## src/rtl/pwl_sched_pkg.sv

```systemverilog
// pwl_sched_pkg: shared types for the PWL tanh scheduler.
// Holds the Q8.8 word width, the scheduler state encoding and the
// tag carried alongside each operand through the evaluator pipeline.
package pwl_sched_pkg;

  // Q8.8 signed fixed point word width
  localparam int Q_W = 16;

  // Tag index is sized for the largest supported requester count (8)
  localparam int TAG_IDX_W = 3;

  typedef enum logic [1:0] {
    IDLE  = 2'd0,
    RUN   = 2'd1,
    DRAIN = 2'd2
  } sched_state_t;

  typedef struct packed {
    logic                 valid;
    logic [TAG_IDX_W-1:0] idx;
  } tag_t;

endpackage

```

## src/rtl/pwl_rr_picker.sv

```systemverilog
// pwl_rr_picker: combinational round-robin priority select.
// Scans the eligible mask starting at ptr and wrapping, returning the
// first eligible requester as a one-hot grant plus its binary index.
module pwl_rr_picker #(
  parameter int N  = 4,
  parameter int PW = (N > 1) ? $clog2(N) : 1
) (
  input  logic [N-1:0]  eligible,
  input  logic [PW-1:0] ptr,
  output logic [N-1:0]  grant,
  output logic [PW-1:0] idx,
  output logic          any
);

  // Walk candidates ptr, ptr+1, ... (mod N) and latch the first eligible one
  always_comb begin
    int          cand;
    logic [PW-1:0] cand_idx;
    grant    = '0;
    idx      = '0;
    any      = 1'b0;
    cand     = 0;
    cand_idx = '0;
    for (int k = 0; k < N; k++) begin
      cand = int'(ptr) + k;
      if (cand >= N) cand = cand - N;
      cand_idx = PW'(cand);
      if (!any && eligible[cand_idx]) begin
        any             = 1'b1;
        grant[cand_idx] = 1'b1;
        idx             = cand_idx;
      end
    end
  end

endmodule

```

## src/rtl/pwl_tanh_sched.sv

```systemverilog
// pwl_tanh_sched: round-robin scheduler sharing one PWL tanh evaluator
// among NUM_REQ requesters. One operand is accepted per cycle, launched
// into the evaluator with a tag, and the result is routed back into a
// one-entry response slot owned by the originating requester.
// Optional feature macro: PWL_SCHED_STATS_EN adds saturating issue_cnt
// and stall_cnt outputs.
module pwl_tanh_sched
  import pwl_sched_pkg::*;
#(
  parameter int NUM_REQ = 4,
  parameter int PWL_LAT = 1
) (
  input  logic                   clk,
  input  logic                   rst_n,
  input  logic                   en,
  input  logic [NUM_REQ-1:0]     req_valid,
  output logic [NUM_REQ-1:0]     req_ready,
  input  logic [NUM_REQ*Q_W-1:0] req_x,
  output logic [NUM_REQ-1:0]     resp_valid,
  input  logic [NUM_REQ-1:0]     resp_ready,
  output logic [NUM_REQ*Q_W-1:0] resp_y,
  output logic                   pwl_valid_in,
  output logic [Q_W-1:0]         pwl_x,
  input  logic                   pwl_valid_out,
  input  logic [Q_W-1:0]         pwl_y,
  output logic                   busy,
  output logic                   err
`ifdef PWL_SCHED_STATS_EN
  ,
  output logic [31:0]            issue_cnt,
  output logic [31:0]            stall_cnt
`endif
);

  localparam int IDX_W = $clog2(NUM_REQ);

  sched_state_t         state;
  sched_state_t         state_next;
  logic [IDX_W-1:0]     rr_ptr;
  logic [NUM_REQ-1:0]   inflight;
  logic [NUM_REQ-1:0]   eligible;
  logic [NUM_REQ-1:0]   grant;
  logic [IDX_W-1:0]     win_idx;
  logic                 win_any;
  logic                 accept;
  tag_t                 tag_out;

  // Stage 0 is the launch stage (aligned with pwl_valid_in); the remaining
  // PWL_LAT stages track the evaluator so tag_sr[PWL_LAT] meets pwl_valid_out.
  tag_t                 tag_sr [PWL_LAT+1];

  assign tag_out = tag_sr[PWL_LAT];

  // Mark every requester that still has an operand somewhere in the pipe
  always_comb begin
    inflight = '0;
    for (int s = 0; s <= PWL_LAT; s++) begin
      for (int i = 0; i < NUM_REQ; i++) begin
        if (tag_sr[s].valid && (tag_sr[s].idx == TAG_IDX_W'(i))) begin
          inflight[i] = 1'b1;
        end
      end
    end
  end

  // Only RUN with en high may grant; a requester needs an empty slot and
  // no outstanding op, which keeps at most one op per requester alive.
  always_comb begin
    eligible = '0;
    if ((state == RUN) && en) begin
      eligible = req_valid & ~resp_valid & ~inflight;
    end
  end

  pwl_rr_picker #(
    .N  (NUM_REQ),
    .PW (IDX_W)
  ) u_picker (
    .eligible (eligible),
    .ptr      (rr_ptr),
    .grant    (grant),
    .idx      (win_idx),
    .any      (win_any)
  );

  // Ready is suppressed while reset is asserted so nothing is handshaken
  always_comb begin
    req_ready = rst_n ? grant : '0;
    accept    = rst_n & win_any;
  end

  // State register
  always_ff @(posedge clk) begin
    if (!rst_n) state <= IDLE;
    else        state <= state_next;
  end

  // Next-state logic: DRAIN waits until the pipe and all slots are empty
  always_comb begin
    state_next = state;
    case (state)
      IDLE:    if (en) state_next = RUN;
      RUN:     if (!en) state_next = DRAIN;
      DRAIN: begin
        if (en)                                state_next = RUN;
        else if (~|inflight && ~|resp_valid)   state_next = IDLE;
      end
      default: state_next = IDLE;
    endcase
  end

  assign busy = (state != IDLE);

  // Round-robin pointer moves just past the winner on every accept
  always_ff @(posedge clk) begin
    if (!rst_n) begin
      rr_ptr <= '0;
    end else if (accept) begin
      if (win_idx == IDX_W'(NUM_REQ - 1)) rr_ptr <= '0;
      else                                rr_ptr <= win_idx + IDX_W'(1);
    end
  end

  // Launch register: one-cycle pwl_valid_in pulse with the winner's operand
  always_ff @(posedge clk) begin
    if (!rst_n) begin
      pwl_valid_in <= 1'b0;
      pwl_x        <= '0;
    end else begin
      pwl_valid_in <= accept;
      if (accept) pwl_x <= req_x[Q_W*win_idx +: Q_W];
    end
  end

  // Tag pipeline follows the operand through the evaluator
  always_ff @(posedge clk) begin
    if (!rst_n) begin
      for (int s = 0; s <= PWL_LAT; s++) tag_sr[s] <= '0;
    end else begin
      tag_sr[0].valid <= accept;
      tag_sr[0].idx   <= TAG_IDX_W'(win_idx);
      for (int s = 1; s <= PWL_LAT; s++) tag_sr[s] <= tag_sr[s-1];
    end
  end

  // Response slots: fill from the evaluator by tag, empty on consumer handshake
  always_ff @(posedge clk) begin
    if (!rst_n) begin
      resp_valid <= '0;
      resp_y     <= '0;
    end else begin
      for (int i = 0; i < NUM_REQ; i++) begin
        if (pwl_valid_out && tag_out.valid && (tag_out.idx == TAG_IDX_W'(i))) begin
          resp_y[Q_W*i +: Q_W] <= pwl_y;
          resp_valid[i]        <= 1'b1;
        end else if (resp_valid[i] && resp_ready[i]) begin
          resp_valid[i] <= 1'b0;
        end
      end
    end
  end

  // Sticky error when evaluator output and tag pipeline disagree
  always_ff @(posedge clk) begin
    if (!rst_n) begin
      err <= 1'b0;
    end else if (pwl_valid_out != tag_out.valid) begin
      err <= 1'b1;
    end
  end

`ifdef PWL_SCHED_STATS_EN
  // Saturating counters of accepts and of RUN cycles with demand but no grant
  always_ff @(posedge clk) begin
    if (!rst_n) begin
      issue_cnt <= '0;
      stall_cnt <= '0;
    end else begin
      if (accept && (issue_cnt != '1)) issue_cnt <= issue_cnt + 32'd1;
      if ((state == RUN) && (|req_valid) && !accept && (stall_cnt != '1)) begin
        stall_cnt <= stall_cnt + 32'd1;
      end
    end
  end
`endif

endmodule
```

## config.mk

```make
export PLATFORM = sky130hd
export DESIGN_NAME = pwl_tanh_sched
export DESIGN_NICKNAME = d
export VERILOG_FILES = /design/src/rtl/pwl_sched_pkg.sv /design/src/rtl/pwl_rr_picker.sv /design/src/rtl/pwl_tanh_sched.sv
export SDC_FILE = /design/constraint.sdc
export NUM_CORES = 1
export LEC_CHECK = 0
export BUFFER_PORTS_ARGS = -buffer_cell sky130_fd_sc_hd__buf_2
export CORE_UTILIZATION = 45
export DETAILED_ROUTE_END_ITERATION = 7
export PLACE_DENSITY = 0.75
export SLEW_MARGIN = 20
export SYNTH_ARGS = -nofsm -noshare
export SYNTH_HDL_FRONTEND = slang
export SYNTH_HIERARCHICAL = 1
export SYNTH_SLANG_ARGS = --single-unit
export TNS_END_PERCENT = 50
```

## constraint.sdc

```tcl
create_clock -name clk -period 6.25 [get_ports clk]
set_clock_uncertainty 0.2 [all_clocks]
set_input_delay 0.9375 -clock clk [delete_from_list [all_inputs] [get_ports clk]]
set_output_delay 0.9375 -clock clk [all_outputs]
set_load 0.005 [all_outputs]
```

Word-level counts from Yosys, hierarchy flattened
Memory sizes are Yosys's and may differ from the RTL's.
Cells that the tools add are included.
- bits in writable memories: 8
- word-level logic and storage cells: 162
- flip-flop bits (word level): 90
- input bits: 92
- output and inout bits: 91
- memories: 1
- reduce and logical (&&, ||, !) cells: 42
- add/sub/neg operators: 8
- eq/ne operators: 13
- mux-type cells: 61
- bitwise operators: 11
- $lt $le $gt $ge: 12
- shifts and indexed selects: 1
- memory list (name ; words ; width ; read ports ; clocked after memory_dff ; write ports ; line ; RTL):
    tag_sr ; 2 ; 4 ; 2 ; 0 ; 2 ; pwl_tanh_sched.sv:50 ; tag_t tag_sr [PWL_LAT+1];
- operators by type and width (kind ; count):
    indexed part select 64 x 7 -> 16 bit ; 1
    two-way mux 1 bit ; 31
    two-way mux 4 bit ; 7
    logical AND 1 bit ; 26
    two-way mux 2 bit ; 13
    == test 3 x 2 -> 1 bit (second input constant) ; 4
    < comparator 2 x 3 -> 1 bit (second input constant) ; 4
    bitwise OR 4 bit ; 3
    nonzero test 2 bit ; 5
    >= comparator 3 bit (second input constant) ; 3
    bitwise AND 4 bit ; 2
    binary-select mux 1 bit (select 2 bit) ; 4
    demux 1 bit (select 2 bit) ; 4
    >= comparator 2 x 1 -> 1 bit (second input constant) ; 4
    NOT 4 bit ; 2
    OR reduction 4 bit ; 2
    subtractor 2 x 1 -> 2 bit (second input constant) ; 4
    adder 2 x 2 -> 3 bit (second input constant) ; 2
    == test 3 x 1 -> 1 bit (second input constant) ; 2
    zero test 3 bit ; 2
    case mux 2 bit (3 select lines) ; 1
    zero test 1 bit ; 5
    == test 2 bit (second input constant) ; 2
    inequality test 2 bit (second input constant) ; 2
    other kinds (11) ; 13

Depth between registers and ports, before layout
Gate-level depths: netlist of run 1.
An unclocked memory read counts as a cell.
- depth after elaboration: 22
- gate-level depth with buffers: 13
- mapped depth without buffers: 11

Cells and area by module
The synthesis of run 1 kept the hierarchy.
- modules (own cells, without submodules) (module ; seq. area each (um2) ; cells an instance ; area an instance (um2) ; times used):
    pwl_tanh_sched ; 1901.8 ; 445 ; 4056.4 ; 1
    pwl_rr_picker ; 0.0 ; 45 ; 421.7 ; 1

Least setup slack after synthesis of run 1
Ideal clock, no wire load.
- path type: input-to-output
- from: input en
- to: output req_ready[0]
- path slack: 2.530 ns
- arrival time: 2.583 ns
- path buffers: 1
- data required time: 5.112 ns
- stages: 9
- cell sequence: nand3b_1 a31oi_1 and4b_1 mux4_2 buf_6 nor4b_4 a22oi_1 o21ai_0 and2_1
- cells in the longest elaborated chain, start to end: 15
- elaborated cells between the ends (all ways): 27
- those cells by class: 17 x mux; 3 x bitwise; 7 x reduce/logical
- RTL lines (element ; line ; RTL):
    start, declared ; pwl_tanh_sched.sv:15 ; input logic en,
    logical AND 1 bit * ; pwl_tanh_sched.sv:70 ; if ((state == RUN) && en) begin
    two-way mux 4 bit * ; pwl_tanh_sched.sv:70 ;
    net eligible[2] ; pwl_tanh_sched.sv:41 ; logic [NUM_REQ-1:0] eligible;
    binary-select mux 1 bit (select 2 bit) ; pwl_rr_picker.sv:28 ; if (!any && eligible[cand_idx]) begin
    two-way mux 1 bit (implied by the code) ; pwl_rr_picker.sv:28 ;
    two-way mux 1 bit ; pwl_rr_picker.sv:28 ;
    zero test 1 bit ; pwl_rr_picker.sv:28 ;
    logical AND 1 bit ; pwl_rr_picker.sv:28 ;
    two-way mux 1 bit ; pwl_rr_picker.sv:28 ;
    zero test 1 bit ; pwl_rr_picker.sv:28 ;
    logical AND 1 bit ; pwl_rr_picker.sv:28 ;
    two-way mux 1 bit ; pwl_rr_picker.sv:28 ;
    zero test 1 bit ; pwl_rr_picker.sv:28 ;
    logical AND 1 bit ; pwl_rr_picker.sv:28 ;
    two-way mux 4 bit * ; pwl_rr_picker.sv:28 ;
    net grant[0] ; pwl_tanh_sched.sv:42 ; logic [NUM_REQ-1:0] grant;
    two-way mux 4 bit * ; pwl_tanh_sched.sv:88 ; req_ready = rst_n ? grant : '0;
    end, declared ; pwl_tanh_sched.sv:17 ; output logic [NUM_REQ-1:0] req_ready,
Mark *: on every way through the listed nets, which the timed path passes. The rest lies on a longest branch. The select of a mux whose other input is x is not followed.

Final worst setup path of run 1
- from: input en
- to: output req_ready[3]
Same word-level chain as after synthesis.

==> flow_summary.json, run 1 <==
{
  "status": "complete, no violations",
  "p_leak_uw": 0.00234,
  "die-area_um2": 10400,
  "cellInternalPower_uw": 904,
  "hold_path_end": "resp_y[11]$_SDFFE_PN0P_",
  "setup_slack_ns": 2.00,
  "area_delta_synth_final_pct": 24.1,
  "htreeDepth": 3,
  "ys_seq_area_frac": 0.425,
  "async_flop_share": 0,
  "fin_util": 0.571,
  "yosys.area_share.xor_xnor": 0.00196,
  "viasPerCell": 5.20,
  "synth.avg_cell_area_um2": 9.14,
  "worst_hold_slack_ns": 0.255,
  "fin_setup_tns_ns": 0,
  "r2r_cells": 8,
  "io_buffers": 182,
  "crit_path_start_kind": "input port",
  "pre_cts_ws_ns": 2.02,
  "vias": 4089,
  "core_um2": 9730,
  "finalPower_uw": 1270,
  "finalCriticalPeriod_ns": 4.25,
  "swShare": 0.290,
  "slew_headroom": 0.411,
  "synthMuxAreaShare": 0.105,
  "grt_max_degree": 101,
  "powerDensity_nw_per_um2": 229,
  "grt_overflow_total": 0,
  "worst_pin_slew_ns": 0.882,
  "min_period_over_period": 0.680,
  "vdd_drop_max_v": 0.000131,
  "io_pins": 183,
  "cp.arrival_ns": 3.11,
  "first_global_vias": 3720,
  "first_pass_iters": 4,
  "holdPathStages": 2,
  "cts_tree": "yes",
  "clock_path_buffers": 2,
  "final_common_cell": "buf_2",
  "hold_viol_final": 0,
  "syn_area_um2": 4480,
  "end_kind": "output port",
  "path_class": "input port to output port",
  "cp_max_fo": 10,
  "fmax_ghz": 0.235,
  "hold_start": "resp_y[11]$_SDFFE_PN0P_",
  "drc": 0,
  "post_cts_resized": 0,
  "wl_um": 11300,
  "synth_cell_type_count": 46,
  "initial_core_util": 0.460,
  "path_clk_slew_ns": 0.10,
  "combPwrFrac": 0.181,
  "crit-reg2reg-capture": "pwl_x[14]$_SDFFE_PN0P_",
  "post_cts_buffers": 0,
  "hp-class": "register to register",
  "switchingPower_uw": 370,
  "synth_seq_cells": 95,
  "p_clk_frac": 0.300,
  "cts_buffers": 9,
  "rsz0062_at_grt": "false",
  "clock_sinks": 95,
  "r2r_start": "rr_ptr[0]$_SDFFE_PN0P_",
  "root_buffer": "clkbuf_8",
  "synth_warnings": 6,
  "required_ns": 5.11,
  "std_cell_rows": 36,
  "synth_fa_ha_area_frac": 0.0196,
  "maxCapViolations": 0,
  "synthSimpleGateAreaFrac": 0.218,
  "dieHeight_um": 102,
  "diodes": 0,
  "grtUsageTotal": 0.220,
  "synth_compound_area_frac": 0.180,
  "die_w_um": 102,
  "detail_route.wl_per_cell_um": 14.4,
  "synth_cells": 490,
  "syn-num-nets": 589,
  "antenna_found_initial": 0,
  "ant_nets": 0,
  "holdBufCountCts": 0,
  "r2r_setup_slack_ns": 2.55,
  "synth_top_family_by_area": "simple AND/OR/NAND/NOR gates",
  "clk_latency_ns": 0.35,
  "layout-drive-gt1-share": 0.320,
  "p_seq_frac": 0.518,
  "slew_violations": 0,
  "drtIter0Drc": 119,
  "fin_nets": 747,
  "finalSetupViolations": 0,
  "layout_common_cells": "182 x buf_2, 132 x nand2_1, 95 x dfxtp_1",
  "globalplace.congestion": 0.820,
  "ys.flop_type": "dfxtp_1",
  "grt_pass1_wl_um": 17900,
  "synth_edf_count": 0,
  "hpwl_um": 8060
}
state kept, by name, summed over array words and instances (netlist names):
| register | flops |
|---|---|
| resp_valid | 4 |
| rr_ptr | 2 |
| err | 1 |
| pwl_x | 16 |
| state | 2 |
| tag_sr | 6 |
| resp_y | 64 |
synthesized netlist by cell type (all sizes together), types with 2 or more instances:
cell type | instances | share of area
nand2 | 132 | 0.11
ha | 7 | 0.020
clkbuf | 15 | 0.013
inv | 5 | 0.0042
and2 | 10 | 0.014
and4b | 2 | 0.0045
a21boi | 68 | 0.11
and3b | 2 | 0.0039
mux4 | 4 | 0.022
nor3b | 3 | 0.0075
dfxtp | 95 | 0.42
a31oi | 2 | 0.0028
mux2i | 36 | 0.080
nor2b | 3 | 0.0042
o21ai | 5 | 0.0056
buf | 22 | 0.034
nor4b | 2 | 0.0073
nor2 | 4 | 0.0034
nand3 | 2 | 0.0022
nand2b | 7 | 0.0098
a22oi | 8 | 0.013
nor4 | 4 | 0.0056
nand3b | 21 | 0.035
o221ai | 17 | 0.033
power groups by stage:
stage / combinational [µW] / clock (µW) / sequential, µW
3_3_place_gp: 226 / 0 / 673
3_5_place_dp: 231 / 0 / 673
6_report: 231 / 382 / 660
2_1_floorplan: 158 / 0 / 665
4_1_cts: 233 / 396 / 660
5_1_grt: 253 / 423 / 665
worst max path at each step:
stage,end,slack (ns),startpoint,cells after the start
floorplan,req_ready[0],2.53,en,9
global route,req_ready[3],1.78,en,9
global placement,req_ready[2],2.16,en,10
CTS,req_ready[3],2.00,en,9
finish,req_ready[3],2.00,en,9
detailed placement,req_ready[3],2.02,en,9
cells by family (layout without fill, tap and decap cells):
group / after synthesis / after routing
simple gates: 198 / 198
compound gates: 106 / 106
flops: 95 / 95
buf+inv: 42 / 205
mux: 41 / 41
fa+ha+maj: 7 / 7
xor+xnor: 1 / 1
through the flow:
stage | instance area [µm²] | instances
6_report | 5560 | 786
3_5_place_dp | 5370 | 770
4_1_cts | 5560 | 786
5_1_grt | 5560 | 786
2_1_floorplan | 4480 | 490
3_3_place_gp | 5370 | 770
area by class of cell:
type                            instances  area (µm²)
Sequential cell                        95        1900
Timing Repair Buffer                  184         926
Inverter                                5        18.8
Clock buffer                            9         124
Multi-Input combinational cell        353        2360
Fill cell                             939        4170
Clock inverter                          7        60.1
Tap cell                              133         166
critical path, stage by stage:
cell and delay, ns:
buf_2 0.10, nand3b_1 0.13, nor4_1 0.60, mux4_2 0.52, and2b_2 0.29, a22oi_1 0.13, o21ai_0 0.10, and2_1 0.17
buf_2 0.12
metal layers:
metal	track usage	vias up	part of all wire
met1	0.272	1903	0.45
met3	0.0614	11	0.068
met5	0	-	0
met4	0.0569	0	0.0087
li1	-	2019	-
met2	0.376	156	0.48
Note: power is estimated with default switching activity, not from simulation.
==> run 2, diff against run 1 <==
--- a/config.mk
+++ b/config.mk
@@ -6,9 +6,9 @@
 export NUM_CORES = 1
 export LEC_CHECK = 0
 export BUFFER_PORTS_ARGS = -buffer_cell sky130_fd_sc_hd__buf_2
-export CORE_UTILIZATION = 45
+export CORE_UTILIZATION = 44
 export DETAILED_ROUTE_END_ITERATION = 7
-export PLACE_DENSITY = 0.75
+export PLACE_DENSITY = 0.77
 export SLEW_MARGIN = 20
 export SYNTH_ARGS = -nofsm -noshare
 export SYNTH_HDL_FRONTEND = slang
==> constraint.sdc (replaced) <==
create_clock -name clk -period 3.7 [get_ports clk]
set_clock_uncertainty 0.2 [all_clocks]
set_input_delay 0.555 -clock clk [delete_from_list [all_inputs] [get_ports clk]]
set_output_delay 0.555 -clock clk [all_outputs]
set_load 0.005 [all_outputs]
==> flow_summary.json, run 2 (same netlist as run 1, synthesis figures left out) <==
{
  "status": "complete, no violations",
  "placed_area_um2": 5420,
  "reg_top3": "resp_y x64, pwl_x x16, tag_sr x6",
  "rsz0062_at_grt": "false",
  "dieHeight_um": 103,
  "io_pins": 183,
  "path_clk_slew_ns": 0.09,
  "fillers": 929,
  "worst_hold_slack_ns": 0.178,
  "viasPerCell": 5.25,
  "cp_slowest_stage_delay_ns": 0.57,
  "layout-drive-gt1-share": 0.336,
  "area_delta_synth_final_pct": 26.2,
  "die-area_um2": 10600,
  "grt_max_degree": 54,
  "slowest_stage": "mux4_2",
  "detail_route.wl_per_cell_um": 15.0,
  "finalCriticalPeriod_ns": 3.51,
  "p_leak_uw": 0.00239,
  "htreeDepth": 3,
  "finalSetupViolations": 0,
  "vias": 4171,
  "std_cell_rows": 36,
  "multi_input_area_um2": 2370,
  "crit_path_start_kind": "register",
  "clk_latency_ns": 0.35,
  "cp.arrival_ns": 2.75,
  "maxCapViolations": 0,
  "cp_max_fo": 6,
  "hp-class": "input port to register",
  "crit_chain": "nand3b_1 > a31oi_1 > and4b_1 > mux4_2 > nor4b_4 > a22oi_1 > o21ai_0 > and2_1 > buf_2",
  "clock_sinks": 95,
  "grtUsageTotal": 0.224,
  "fin_setup_tns_ns": 0,
  "layout_common_cells": "182 x buf_2, 132 x nand2_1, 91 x dfxtp_1",
  "initial_core_util": 0.456,
  "final_common_cell": "buf_2",
  "fin_nets": 755,
  "r2r_start": "state[1]$_SDFFE_PN0P_",
  "hpwl_um": 8600,
  "slew_headroom": 0.439,
  "path_class": "register to output port",
  "diodes": 0,
  "globalplace.congestion": 0.908,
  "cts_buffers": 9,
  "wl_um": 11900,
  "hold_start": "en",
  "first_global_vias": 3768,
  "worst_pin_slew_ns": 0.839,
  "required_ns": 2.94,
  "cp-startpoint": "state[1]$_SDFFE_PN0P_",
  "fin_util": 0.575,
  "end_kind": "output port",
  "die_w_um": 103,
  "fin_cells": 794,
  "powerDensity_nw_per_um2": 391,
  "antenna_found_initial": 0,
  "grt_pass1_wl_um": 18100,
  "core_um2": 9820,
  "cts_tree": "yes",
  "clock_path_buffers": 2,
  "regMostFlops": "resp_y",
  "slew_violations": 0,
  "first_pass_iters": 4,
  "stdcell_area_um2": 5650,
  "fmax_ghz": 0.285,
  "seq_area_um2": 1910,
  "vdd_drop_max_v": 0.000264,
  "dp_cells": 774,
  "root_buffer": "clkbuf_8",
  "drc": 0,
  "hold_viol_final": 0,
  "largest_reg_flops": 64,
  "drtIter0Drc": 161,
  "io_buffers": 182,
  "ant_nets": 0,
  "min_period_over_period": 0.948,
  "grt_overflow_total": 0
}
## run 2: path summary, 6_finish.rpt
path              depth (start not counted)                     end  slack, ns
setup / recovery                          9            req_ready[1]       0.19
hold / removal                            2   state[1]$_SDFFE_PN0P_       0.18
setup reg to reg                         11   pwl_x[5]$_SDFFE_PN0P_       0.48
hold reg to reg                           2  resp_y[9]$_SDFFE_PN0P_       0.25
## run 2: power by group
part           leakage (µW)  internal (µW)  total, µW  switching (µW)
clock network     0.0000977            315        674             359
registers          0.000770           1070       1110            36.5
logic               0.00152            217        431             214
total               0.00239           1600       2210             609
## run 2: routing by layer
metal	up-vias	part of all wire	global-route usage
li1	2035	-	-
met1	1903	0.43	0.273
met2	215	0.48	0.382
met3	18	0.080	0.0468
met4	0	0.019	0.0997
met5	-	0	0
## run 2: per-stage QoR
step | setup WS (ns) | total power (µW)
floorplan | 0.549 | 1390
global placement | 0.283 | 1540
detailed placement | 0.0355 | 1550
CTS | 0.0180 | 2220
global route | 0.00816 | 2320
finish | 0.191 | 2210
## run 2: cell type report
class	instances	area share
Tap cell	133	0.0295
Timing Repair Buffer	192	0.177
Inverter	5	0.00332
Clock inverter	5	0.0102
Multi-Input combinational cell	353	0.419
Clock buffer	11	0.0233
Sequential cell	95	0.338
## run 2: critical path, delay by kind of cell, from the launching register on
kind | cells | cell delay (ns)
compound gates | 3 | 0.29
simple gates | 4 | 1.06
flops | 1 | 0.37
mux | 1 | 0.57
buf+inv | 1 | 0.11
## run 2: repair_timing
| action | in CTS | in global routing |
|---|---|---|
| setup buffers | 0 | 4 |
| hold buffers | 0 | 0 |
| setup endpoints to repair | 1 | 14 |
| pin swaps | 0 | 1 |
| resized for setup | 1 | 6 |
==> run 3, diff against run 2 <==
--- a/config.mk
+++ b/config.mk
@@ -5,10 +5,12 @@
 export SDC_FILE = /design/constraint.sdc
 export NUM_CORES = 1
 export LEC_CHECK = 0
+export ABC_AREA = 1
 export BUFFER_PORTS_ARGS = -buffer_cell sky130_fd_sc_hd__buf_2
 export CORE_UTILIZATION = 44
 export DETAILED_ROUTE_END_ITERATION = 7
 export PLACE_DENSITY = 0.77
+export SETUP_SLACK_MARGIN = 0.4
 export SLEW_MARGIN = 20
 export SYNTH_ARGS = -nofsm -noshare
 export SYNTH_HDL_FRONTEND = slang
==> flow_summary.json, run 3 <==
{
  "vias": 4544,
  "synth_common_cells": "95 x dfxtp_1, 87 x nor2_1, 84 x inv_1, 84 x o21ai_0, 71 x nand2_1",
  "first_global_vias": 3977,
  "synth_seq_cells": 95,
  "regMostFlops": "resp_y",
  "p_seq_frac": 0.344,
  "cp_max_fo": 13,
  "vdd_drop_max_v": 0.000818,
  "fin_nets": 896,
  "status": "complete, no violations",
  "io_pins": 183,
  "reg_top3": "resp_y x64, pwl_x x16, tag_sr x6",
  "cts_tree": "yes",
  "globalplace.congestion": 0.896,
  "switchingPower_uw": 1580,
  "initial_core_util": 0.457,
  "path_clk_slew_ns": 0.09,
  "detail_route.wl_per_cell_um": 12.9,
  "fin_setup_tns_ns": 0,
  "required_ns": 2.94,
  "htreeDepth": 3,
  "dp_cells": 919,
  "crit_path_start_kind": "register",
  "synth.avg_cell_area_um2": 7.09,
  "fin_cells": 934,
  "ys.flop_type": "dfxtp_1",
  "min_period_over_period": 0.824,
  "clk_latency_ns": 0.35,
  "synth_top_cell_area_share": 0.424,
  "r2r_setup_slack_ns": 0.82,
  "grt_overflow_total": 0,
  "diodes": 0,
  "io_buffers": 182,
  "layout-drive-gt1-share": 0.292,
  "syn-num-nets": 732,
  "powerDensity_nw_per_um2": 637,
  "drc": 0,
  "async_flop_share": 0,
  "antenna_found_initial": 0,
  "synth_area_leaders": "dfxtp_1 42%, o21ai_0 9.4%, nor2_1 7.3%, inv_1 7.0%, a21oi_1 6.7%",
  "largest_reg_flops": 64,
  "fillers": 1016,
  "combPwrFrac": 0.487,
  "clock_path_buffers": 2,
  "ys_seq_area_frac": 0.424,
  "cts_buffers": 9,
  "first_pass_iters": 5,
  "p_clk_frac": 0.169,
  "synth_most_common_cell": "dfxtp_1",
  "synth_cell_type_count": 29,
  "ant_nets": 0,
  "synth_cells": 633,
  "dieHeight_um": 103,
  "synth_edf_count": 0,
  "layout_common_cells": "182 x buf_2, 94 x dfxtp_1, 86 x nor2_1",
  "p_leak_uw": 0.00271,
  "hp-class": "input port to register",
  "wl_um": 12100,
  "die_w_um": 103,
  "drtIter0Drc": 130,
  "fmax_ghz": 0.328,
  "slew_violations": 0,
  "syn_area_um2": 4490,
  "path_class": "register to output port",
  "core_um2": 9820,
  "finalSetupViolations": 0,
  "end_kind": "output port",
  "worst_pin_slew_ns": 0.677,
  "cp.arrival_ns": 2.29,
  "cellInternalPower_uw": 1980,
  "clock_sinks": 95,
  "viasPerCell": 4.87,
  "hold_viol_final": 0,
  "synth_top_cell_by_area": "dfxtp_1",
  "hpwl_um": 8820,
  "worst_hold_slack_ns": 0.238,
  "synth_warnings": 6,
  "finalCriticalPeriod_ns": 3.05,
  "swShare": 0.443,
  "area_delta_synth_final_pct": 24.6,
  "final_common_cell": "buf_2",
  "die-area_um2": 10600,
  "std_cell_rows": 36,
  "grt_pass1_wl_um": 18600,
  "grt_max_degree": 58,
  "grtUsageTotal": 0.227,
  "maxCapViolations": 0,
  "root_buffer": "clkbuf_8",
  "rsz0062_at_grt": "false",
  "slew_headroom": 0.549
}
[run 3: final cells by class]
type	count	area, µm²	area share
timing repair buffer	187	948	0.170
tap	133	166	0.0298
sequential	95	1900	0.340
multi-input combinational	416	2080	0.372
clock buffer	10	128	0.0228
clock inverter	5	35.0	0.00627
inverter	88	333	0.0595
[run 3: per-layer routing]
| metal | track usage | vias up | routed length (µm) |
|---|---|---|---|
| li1 | - | 2370 | - |
| met1 | 0.261 | 1973 | 5070 |
| met2 | 0.412 | 187 | 5850 |
| met3 | 0.0624 | 14 | 1030 |
| met4 | 0.0628 | 0 | 152 |
| met5 | 0 | - | 0 |
[run 3: final timing paths]
kind / start / endpoint / depth (start not counted)
min: resp_ready[0] / resp_valid[0]$_SDFFE_PN0P_ / 4
max reg2reg: state[0]$_SDFFE_PN0P_ / pwl_x[1]$_SDFFE_PN0P_ / 17
min reg2reg: resp_y[53]$_SDFFE_PN0P_ / resp_y[53]$_SDFFE_PN0P_ / 2
max: tag_sr[0][5]$_SDFF_PN0_ / req_ready[2] / 13
[run 3: logic make-up after synthesis]
group,Yosys count,synth area share
DFF,95,0.424
buffers and inverters,122,0.124
AOI/OAI and AO/OA,178,0.201
adders and majority gates,7,0.0195
and+or+nand+nor,231,0.232
[run 3: power by group through the flow]
stage	Combinational (µW)	Sequential [µW]	Clock, µW
6_report	1740	1230	603
3_3_place_gp	1700	1240	0
5_1_grt	2000	1240	668
4_1_cts	1720	1230	618
3_5_place_dp	1710	1250	0
2_1_floorplan	1340	1250	0
[run 3: timing repair]
item                       in CTS  in global routing
setup endpoints to repair       0                 10
setup buffers                   0                  0
resized for setup               0                 11
hold buffers                    0                  0
[run 3: critical path, cell delays in order (launching register included)]
cell     delay, ns
dfxtp_1       0.46
nand2_1       0.09
o21ai_1       0.25
nor4_4        0.07
inv_1         0.06
nand2_1       0.09
nand3_4       0.13
nand2_4       0.07
nor2_4        0.25
nand4_1       0.13
nand3_1       0.09
nand2_1       0.06
inv_1         0.08
buf_2         0.11
[run 3: per-stage QoR]
| stage | area [µm²] | setup slack [ns] | power (µW) | utilization |
|---|---|---|---|---|
| 2_1_floorplan | 4490 | 1.02 | 2580 | - |
| 3_3_place_gp | 5380 | 0.675 | 2950 | 0.548 |
| 5_1_grt | 5590 | 0.407 | 3910 | 0.569 |
| 4_1_cts | 5540 | 0.501 | 3560 | 0.564 |
| 3_5_place_dp | 5380 | 0.612 | 2960 | 0.548 |
| 6_report | 5590 | 0.651 | 3560 | 0.569 |
